**src/rtl/out_io_arbiter.sv**
```systemverilog
// Round-robin arbiter that serializes one requester's word at a time onto a registered
// output pad line as a framed bitstream (start 0, data LSB first, stop 1, idle high).
module out_io_arbiter #(
   parameter  int NREQ  = 4,
   parameter  int WIDTH = 8,
   parameter  int DIV   = 1,
   localparam int OW    = (NREQ > 1) ? $clog2(NREQ) : 1
) (
   input  logic                    IQC,
   input  logic                    QRT,
   input  logic [NREQ-1:0]         req,
   input  logic [NREQ*WIDTH-1:0]   data,
   output logic [NREQ-1:0]         ack,
   output logic                    busy,
   output logic [OW-1:0]           owner,
   output logic                    OQI
);

   localparam int BW = (WIDTH > 1) ? $clog2(WIDTH) : 1;
   localparam logic [7:0]    DIV_LAST = 8'(DIV - 1);
   localparam logic [BW-1:0] BIT_LAST = BW'(WIDTH - 1);

   typedef enum logic [1:0] {
      S_IDLE,
      S_START,
      S_DATA,
      S_STOP
   } state_t;

   state_t              r_state;
   state_t              w_state_nxt;
   logic [7:0]          r_div;
   logic [7:0]          w_div_nxt;
   logic [BW-1:0]       r_bit;
   logic [BW-1:0]       w_bit_nxt;
   logic [WIDTH-1:0]    r_shift;
   logic [WIDTH-1:0]    w_shift_nxt;
   logic [OW-1:0]       r_ptr;
   logic [OW-1:0]       w_ptr_nxt;
   logic [OW-1:0]       r_owner;
   logic [OW-1:0]       w_owner_nxt;
   logic [NREQ-1:0]     r_ack;
   logic [NREQ-1:0]     w_ack_nxt;
   logic                r_busy;
   logic                w_busy_nxt;
   logic                r_oqi;
   logic                w_oqi_nxt;

   logic                w_div_tc;
   logic                w_decide;
   logic                w_any;
   logic                w_grant;
   logic [NREQ-1:0]     w_rot;
   logic [NREQ-1:0]     w_gnt_oh;
   logic [OW-1:0]       w_gnt;
   int                  w_off;
   int                  w_sum;

   assign w_div_tc = (r_div == DIV_LAST);
   assign w_decide = (r_state == S_IDLE) || ((r_state == S_STOP) && w_div_tc);
   assign w_grant  = w_decide && w_any;

   // Rotate the requests so the slot right after the pointer sits at bit 0, take the
   // lowest set bit, then map the offset back to an absolute requester index.
   always_comb begin
      w_rot = NREQ'({req, req} >> (int'(r_ptr) + 1));
      w_any = |w_rot;
      w_off = 0;
      for (int j = NREQ - 1; j >= 0; j--) begin
         if (w_rot[j]) w_off = j;
      end
      w_sum = int'(r_ptr) + 1 + w_off;
      if (w_sum >= NREQ) w_sum = w_sum - NREQ;
      w_gnt    = OW'(w_sum);
      w_gnt_oh = '0;
      w_gnt_oh[w_gnt] = 1'b1;
   end

   // State register
   always_ff @(posedge IQC or posedge QRT) begin
      if (QRT) begin
         r_state <= S_IDLE;
      end else begin
         // NOTE: sequential state uses non-blocking assignment so every register samples pre-edge values.
         r_state <= w_state_nxt;
      end
   end

   // Next-state logic
   always_comb begin
      // NOTE: defaulting to the current state up front keeps this block free of inferred latches.
      w_state_nxt = r_state;
      unique case (r_state)
         S_IDLE:  if (w_any) w_state_nxt = S_START;
         S_START: if (w_div_tc) w_state_nxt = S_DATA;
         S_DATA:  if (w_div_tc && (r_bit == BIT_LAST)) w_state_nxt = S_STOP;
         S_STOP:  if (w_div_tc) w_state_nxt = w_any ? S_START : S_IDLE;
      endcase
   end

   // Output / datapath next values; OQI is computed for the state being entered so the
   // pad register shows the new bit in the same cycle the state changes.
   always_comb begin
      w_div_nxt   = (w_div_tc || (r_state == S_IDLE)) ? 8'd0 : (r_div + 8'd1);
      w_bit_nxt   = r_bit;
      w_shift_nxt = r_shift;
      w_ack_nxt   = '0;
      w_owner_nxt = r_owner;
      w_ptr_nxt   = r_ptr;

      if ((r_state == S_DATA) && w_div_tc) begin
         w_bit_nxt   = (r_bit == BIT_LAST) ? '0 : (r_bit + BW'(1));
         w_shift_nxt = r_shift >> 1;
      end

      if (w_grant) begin
         w_shift_nxt = data[int'(w_gnt)*WIDTH +: WIDTH];
         w_bit_nxt   = '0;
         w_ack_nxt   = w_gnt_oh;
         w_owner_nxt = w_gnt;
         w_ptr_nxt   = w_gnt;
      end

      w_busy_nxt = (w_state_nxt != S_IDLE);
      unique case (w_state_nxt)
         S_START: w_oqi_nxt = 1'b0;
         S_DATA:  w_oqi_nxt = w_shift_nxt[0];
         default: w_oqi_nxt = 1'b1;
      endcase
   end

   always_ff @(posedge IQC or posedge QRT) begin
      if (QRT) begin
         r_div   <= '0;
         r_bit   <= '0;
         r_shift <= '0;
         r_ptr   <= OW'(NREQ - 1);
         r_owner <= '0;
         r_ack   <= '0;
         r_busy  <= 1'b0;
         r_oqi   <= 1'b1;
      end else begin
         r_div   <= w_div_nxt;
         r_bit   <= w_bit_nxt;
         r_shift <= w_shift_nxt;
         r_ptr   <= w_ptr_nxt;
         r_owner <= w_owner_nxt;
         r_ack   <= w_ack_nxt;
         r_busy  <= w_busy_nxt;
         r_oqi   <= w_oqi_nxt;
      end
   end

   assign ack   = r_ack;
   assign busy  = r_busy;
   assign owner = r_owner;
   assign OQI   = r_oqi;

endmodule

```
**config.mk**
```make
export PLATFORM = sky130hd
export DESIGN_NAME = out_io_arbiter
export DESIGN_NICKNAME = d
export VERILOG_FILES = /design/src/rtl/out_io_arbiter.sv
export SDC_FILE = /design/constraint.sdc
export NUM_CORES = 1
export LEC_CHECK = 0
export CORE_MARGIN = 2
export CORE_UTILIZATION = 25
export CTS_CLUSTER_DIAMETER = 60
export CTS_CLUSTER_SIZE = 16
export DETAILED_ROUTE_END_ITERATION = 7
export PLACE_DENSITY = 0.44
export SETUP_SLACK_MARGIN = 0.02
export SYNTH_ARGS = -nofsm -noshare
export SYNTH_HDL_FRONTEND = slang
export SYNTH_SLANG_ARGS = --single-unit
```
**constraint.sdc**
```tcl
create_clock -name IQC -period 5.8 [get_ports IQC]
set_clock_uncertainty 0.15 [all_clocks]
set_input_delay 1.16 -clock IQC [delete_from_list [all_inputs] [get_ports IQC]]
set_output_delay 1.16 -clock IQC [all_outputs]
set_load 0.05 [all_outputs]
```
# ---- Word-level counts from Yosys, hierarchy flattened
# Cells that the tools add are included.
dict set report word_totals {
  in_bits 38
  word_cells 59
  register_bits 31
}
dict set report classes {
  magnitude_cmp 3
  muxes 21
  reduce_logical 12
  shift 2
  eq_ne 6
  n_addsub 5
}
# cell n
set ops {}
lappend ops {{two-way mux 32 bit} 3}
lappend ops {{adder 4 x 32 -> 32 bit} 1}
lappend ops {{greater-or-equal comparator 32 x 4 -> 1 bit (second input constant)} 1}
lappend ops {{indexed part select 32 x 6 -> 8 bit} 1}
lappend ops {{>> shifter 8 x 32 -> 4 bit} 1}
lappend ops {{two-way mux 8 bit} 3}
lappend ops {{two-way mux 2 bit} 6}
lappend ops {{two-way mux 3 bit} 3}
lappend ops {{adder 8 x 1 -> 8 bit (second input constant)} 1}
lappend ops {{logical NOT 8 bit} 1}
lappend ops {{one-hot mux 2 bit (4 select lines)} 1}
lappend ops {{equality test 2 bit (second input constant)} 3}
lappend ops {{logical AND 1 bit} 5}
lappend ops {{equality test 2 x 1 -> 1 bit (second input constant)} 2}
lappend ops {{two-way mux 4 bit} 1}
lappend ops {{nonzero test 2 bit} 2}
lappend ops {{OR reduction 4 bit} 1}
lappend ops {{adder 2 x 1 -> 3 bit (second input constant)} 1}
lappend ops {{adder 3 x 1 -> 3 bit (second input constant)} 1}
lappend ops {{equality test 3 bit (second input constant)} 1}
lappend ops {{less-than comparator 2 x 3 -> 1 bit (second input constant)} 1}
lappend ops {{demux 1 bit (select 2 bit)} 1}
lappend ops {{greater-or-equal comparator 2 x 1 -> 1 bit (second input constant)} 1}
lappend ops {{logical NOT 2 bit} 1}
lappend ops {{other kinds (4)} 6}

# ---- Depth between registers and ports, before layout
dict set report logic_depth {
  depth_word 14
  mapped_depth 13
  mapped_depth_nobuf 11
}

# ---- Least setup slack after synthesis
# No wires, ideal clock.
dict set report synth_timing {
  kind {input-to-reg}
  startpoint {in req[2]}
  endpoint {reg r_shift[1]}
  required_time_ns 5.524
  setup_time_ns 0.126
  t_arrival_ns 3.003
  path_slack_ns 2.521
  cell_stages 12
  n_path_buf 2
  path_cell_list {clkbuf_2 -> nand2_1 -> o22ai_1 -> o21ai_0 -> o221ai_1 -> ha_1 -> xnor2_4 -> xor2_2 -> buf_4 -> nand2_1 -> mux2i_1 -> o31ai_2}
}
dict set report synth_via {
  elab_chain_len 10
}
# element line
set synth_lines {}
lappend synth_lines {{from (decl)} 11} ;# input logic [NREQ-1:0] req,
lappend synth_lines {{>> shifter 8 x 32 -> 4 bit *} 66} ;# w_rot = NREQ'({req, req} >> (int'(r_ptr) + 1));
lappend synth_lines {{two-way mux 2 bit} 70} ;# if (w_rot[j]) w_off = j;
lappend synth_lines {{two-way mux 32 bit (3 in series)} 70}
lappend synth_lines {{adder 4 x 32 -> 32 bit} 72} ;# w_sum = int'(r_ptr) + 1 + w_off;
lappend synth_lines {{greater-or-equal comparator 32 x 4 -> 1 bit / subtractor 2 x 1 -> 2 bit (equally long branches)} 73} ;# if (w_sum >= NREQ) w_sum = w_sum - NREQ;
lappend synth_lines {{two-way mux 2 bit} 73}
lappend synth_lines {{indexed part select 32 x 6 -> 8 bit} 117} ;# w_shift_nxt = data[int'(w_gnt)*WIDTH +: WIDTH];
lappend synth_lines {{two-way mux 8 bit} 116} ;# if (w_grant) begin
lappend synth_lines {{to (signal assigned)} 145} ;# r_shift <= w_shift_nxt;
lappend synth_lines {{to (decl)} 36} ;# logic [WIDTH-1:0] r_shift;
# Every way passes the cells marked *; elsewhere a longest branch is shown, timed or not.
# A chain may end at the register's enable or synchronous reset.

==> results.txt <==
All-Layer GR Usage: 0.1054
clk_lat worst skew: 280 ps
detailed placement HPWL: 3.628 mm
via count: 1,754
IO buf count: 45
routed wire length: 4.888 mm
WS Path Type: in -> reg
most used cell, CP: mux2i_1
DRC Markers: 0
post-synthesis sequential area ratio: 0.3436
first-pass GRT wire length: 8.411 mm
gr ovfl total: 0
Top FF cell, synth: dfrtp_1
crit path time final: 3961 ps
post-CTS setup buffers: 0
clk slew on worst S/H paths: 70 ps
Critical Path AT: 3950 ps
Core Rows: 34
crit-path max cell delay: 930 ps
asr flop ratio synth: 1.000
layout cell share with drive strength beyond 1: 0.1131
Slowest-stage cell, CP: ha_1
Die Span Y: 99.26 microns
Fin Setup TNS: 0 ps
max-slew violation count: 0
FILL cells: 939
multi-input logic area: 0.001370 sq mm
Slew Limit Headroom: 0.3719
Critical Path RT: 5790 ps
GR Util met3: 0.02178
GR met2 Demand/Resource: 0.1845
clock tree sinks: 31
reg2reg setup slack: 2570 ps
synth cell count leaders: nand2_1 (59), mux2i_1 (33), dfrtp_1 (28)
switching share of power: 0.4732
syn avg cell area: 9.374 sq um
Post-synth EDFFs: 0
reg-to-reg endpoint: r_shift[1]
dpl ws: 1459 ps
top-area cell type share of the netlist area: 0.3089
nets: 325
worst vdd ir: 0.0002727 V
WL/cell: 12.50 microns
Yosys cell types: 50
I/O Pins: 46
Register-to-Register Path Depth: 10
1st-iter DRT viols: 50
Design Area, Final: 0.002864 sq mm
startpoint types: input pin
Power Dens Cells: 578.3 mW/mm^2
critical path endpoint category: register
largest net degree at the start of global routing: 32
fmax: 0.2525 GHz
worst slew pin tran: 942.1 ps
crit-path cells: clkdlybuf4s50_1, o22ai_1, o21ai_0, o221ai_1, ha_1, mux2i_1, nand2_1, mux2i_1, o31ai_2
number of vias per cell: 4.486
gr busiest metal: met2
most instantiated library cell after synthesis: nand2_1
sequential share of power: 0.220
Final Util: 0.3268
Final Cycle Share: 0.6829
cts hold-fix bufs: 0
Syn Inst Count: 242
final setup vio count: 0
Yosys reg bits: 31
Area growth, synth to finish: 26.25%
Final ANT Viol Nets: 0
outcome: completed
CTS Buf Count: 5
HP Start: owner[0]
Crit. Startpoint: req[2]
Placed Area: 0.002773 sq mm
cell area after synthesis: 0.002268 sq mm
Worst R2R Start: r_ptr[0]
maxcap violations: 0
Int Pwr: 872.5 uW
root buffer cell: clkbuf_8
antenna violations before repair: 0
Post-Syn Nets: 285
Die W: 99.26 microns
crit path capture: r_shift[1]
PnR worst setup slack: 1839 ps
TritonCTS clock tree: done
RSZ-0062 raised after global routing: no
synth top area cells: dfrtp_1 (31%), mux2i_1 (15%), nand2_1 (9.8%)
post_cts resized: 0
HP Class: reg -> reg
vias in the first global route: 1,768
Lkg Pwr: 1.269 nW
clock share of power: 0.105
CTS max path bufs: 2
final hold vios: 0
Reg area: 779.5 sq um
area of the die: 0.009852 sq mm
Logic pwr share: 0.675
CP max FO: 19
met1 global-route usage: 0.1321
core footprint: 0.008763 sq mm
Routability Congestion: 0.7046
DRT Pass-1 Iters: 4
H-Tree Depth: 2
Initial Utilization: 0.2589
Ys Warns: 0
diodes inserted: 0
Switching Power: 783.8 uW
area leader, netlist: dfrtp_1
worst min-delay path by stage:
stage                 end  cells past startpoint
6_report         owner[0]                      2
5_1_grt          owner[0]                      2
4_1_cts          owner[0]                      2
3_5_place_dp     owner[0]                      2
3_3_place_gp     owner[0]                      2
2_1_floorplan  r_shift[7]                      2
metrics by stage:
stage | instances | hold WS [ps] | power, mW
final | 391 | 333.2 | 1.656
after global routing | 391 | 389.0 | 1.847
after CTS | 391 | 343.2 | 1.697
after detailed placement | 383 | 324.7 | 1.517
after global placement | 383 | 322.6 | 1.504
after floorplan | 242 | 315.4 | 1.303
kinds of logic (layout without fill, tap and decap cells):
kind of cell               count (synthesis)  in the layout  share of synthesized area
DFF                                       31             31                     0.3436
buffers and inverters                     20             61                    0.05240
AOI/OAI and AO/OA                         32             32                     0.1142
muxes                                     40             40                     0.1804
and+or+nand+nor                          103            103                     0.2162
xor gates and xnor gates                  11             11                    0.06564
adders and majority gates                  5              5                    0.02758
per-layer routing:
metal / share of wire / vias up / routed length, microns
met5: 0 / - / 0
met4: 0.013 / 0 / 63
met3: 0.035 / 7 / 170
met2: 0.49 / 35 / 2375
met1: 0.47 / 798 / 2279
li1: - / 914 / -
cell type report:
| type | count | share of cell area |
|---|---|---|
| clock inverter | 1 | 0.001747 |
| sequential | 31 | 0.2722 |
| timing repair buffer | 47 | 0.1625 |
| inverter | 6 | 0.007864 |
| tap | 108 | 0.04718 |
| multi-input combinational | 191 | 0.4784 |
| clock buffer | 7 | 0.03014 |
state kept, by name (all words and copies together) (netlist names):
signal	flops
owner	2
OQI	1
busy	1
r_div	8
r_bit	3
r_ptr	2
r_state	2
r_shift	8
ack	4
power groups by stage:
| stage | Sequential, mW | Combinational [mW] | Clock, mW |
|---|---|---|---|
| 2_1_floorplan | 0.381 | 0.922 | 0 |
| 3_3_place_gp | 0.370 | 1.13 | 0 |
| 3_5_place_dp | 0.369 | 1.15 | 0 |
| 4_1_cts | 0.366 | 1.15 | 0.181 |
| 5_1_grt | 0.377 | 1.28 | 0.192 |
| 6_report | 0.364 | 1.12 | 0.174 |
critical path, delay by kind of cell:
family	cells	cell delay, ps
adders and majority gates	1	930
buffers and inverters	1	660
muxes	2	600
AOI/OAI and AO/OA	4	510
and+or+nand+nor	1	80
layout by cell type (no fill, tap or decap), types with 2 or more instances in the layout:
cell,synthesis,routed
a21oi_1,4,4
and3_1,3,3
buf_4,3,2
clkbuf_8,0,6
clkdlybuf4s50_1,0,45
dfrtp_1,28,28
dfstp_2,3,3
ha_1,5,5
inv_1,6,6
mux2_1,2,2
mux2_2,5,5
mux2i_1,33,33
nand2_1,59,59
nand2b_1,2,2
nand3_1,8,8
nor2_1,17,17
nor2b_1,2,2
nor3_1,2,2
nor3b_2,2,2
o21ai_0,5,5
o21ai_1,2,2
o221ai_1,2,2
o22ai_1,2,2
o31ai_1,5,5
o31ai_2,3,3
xnor2_1,2,2
xnor2_4,2,2
xor2_1,5,5
Power figures use the tool's default switching activity.
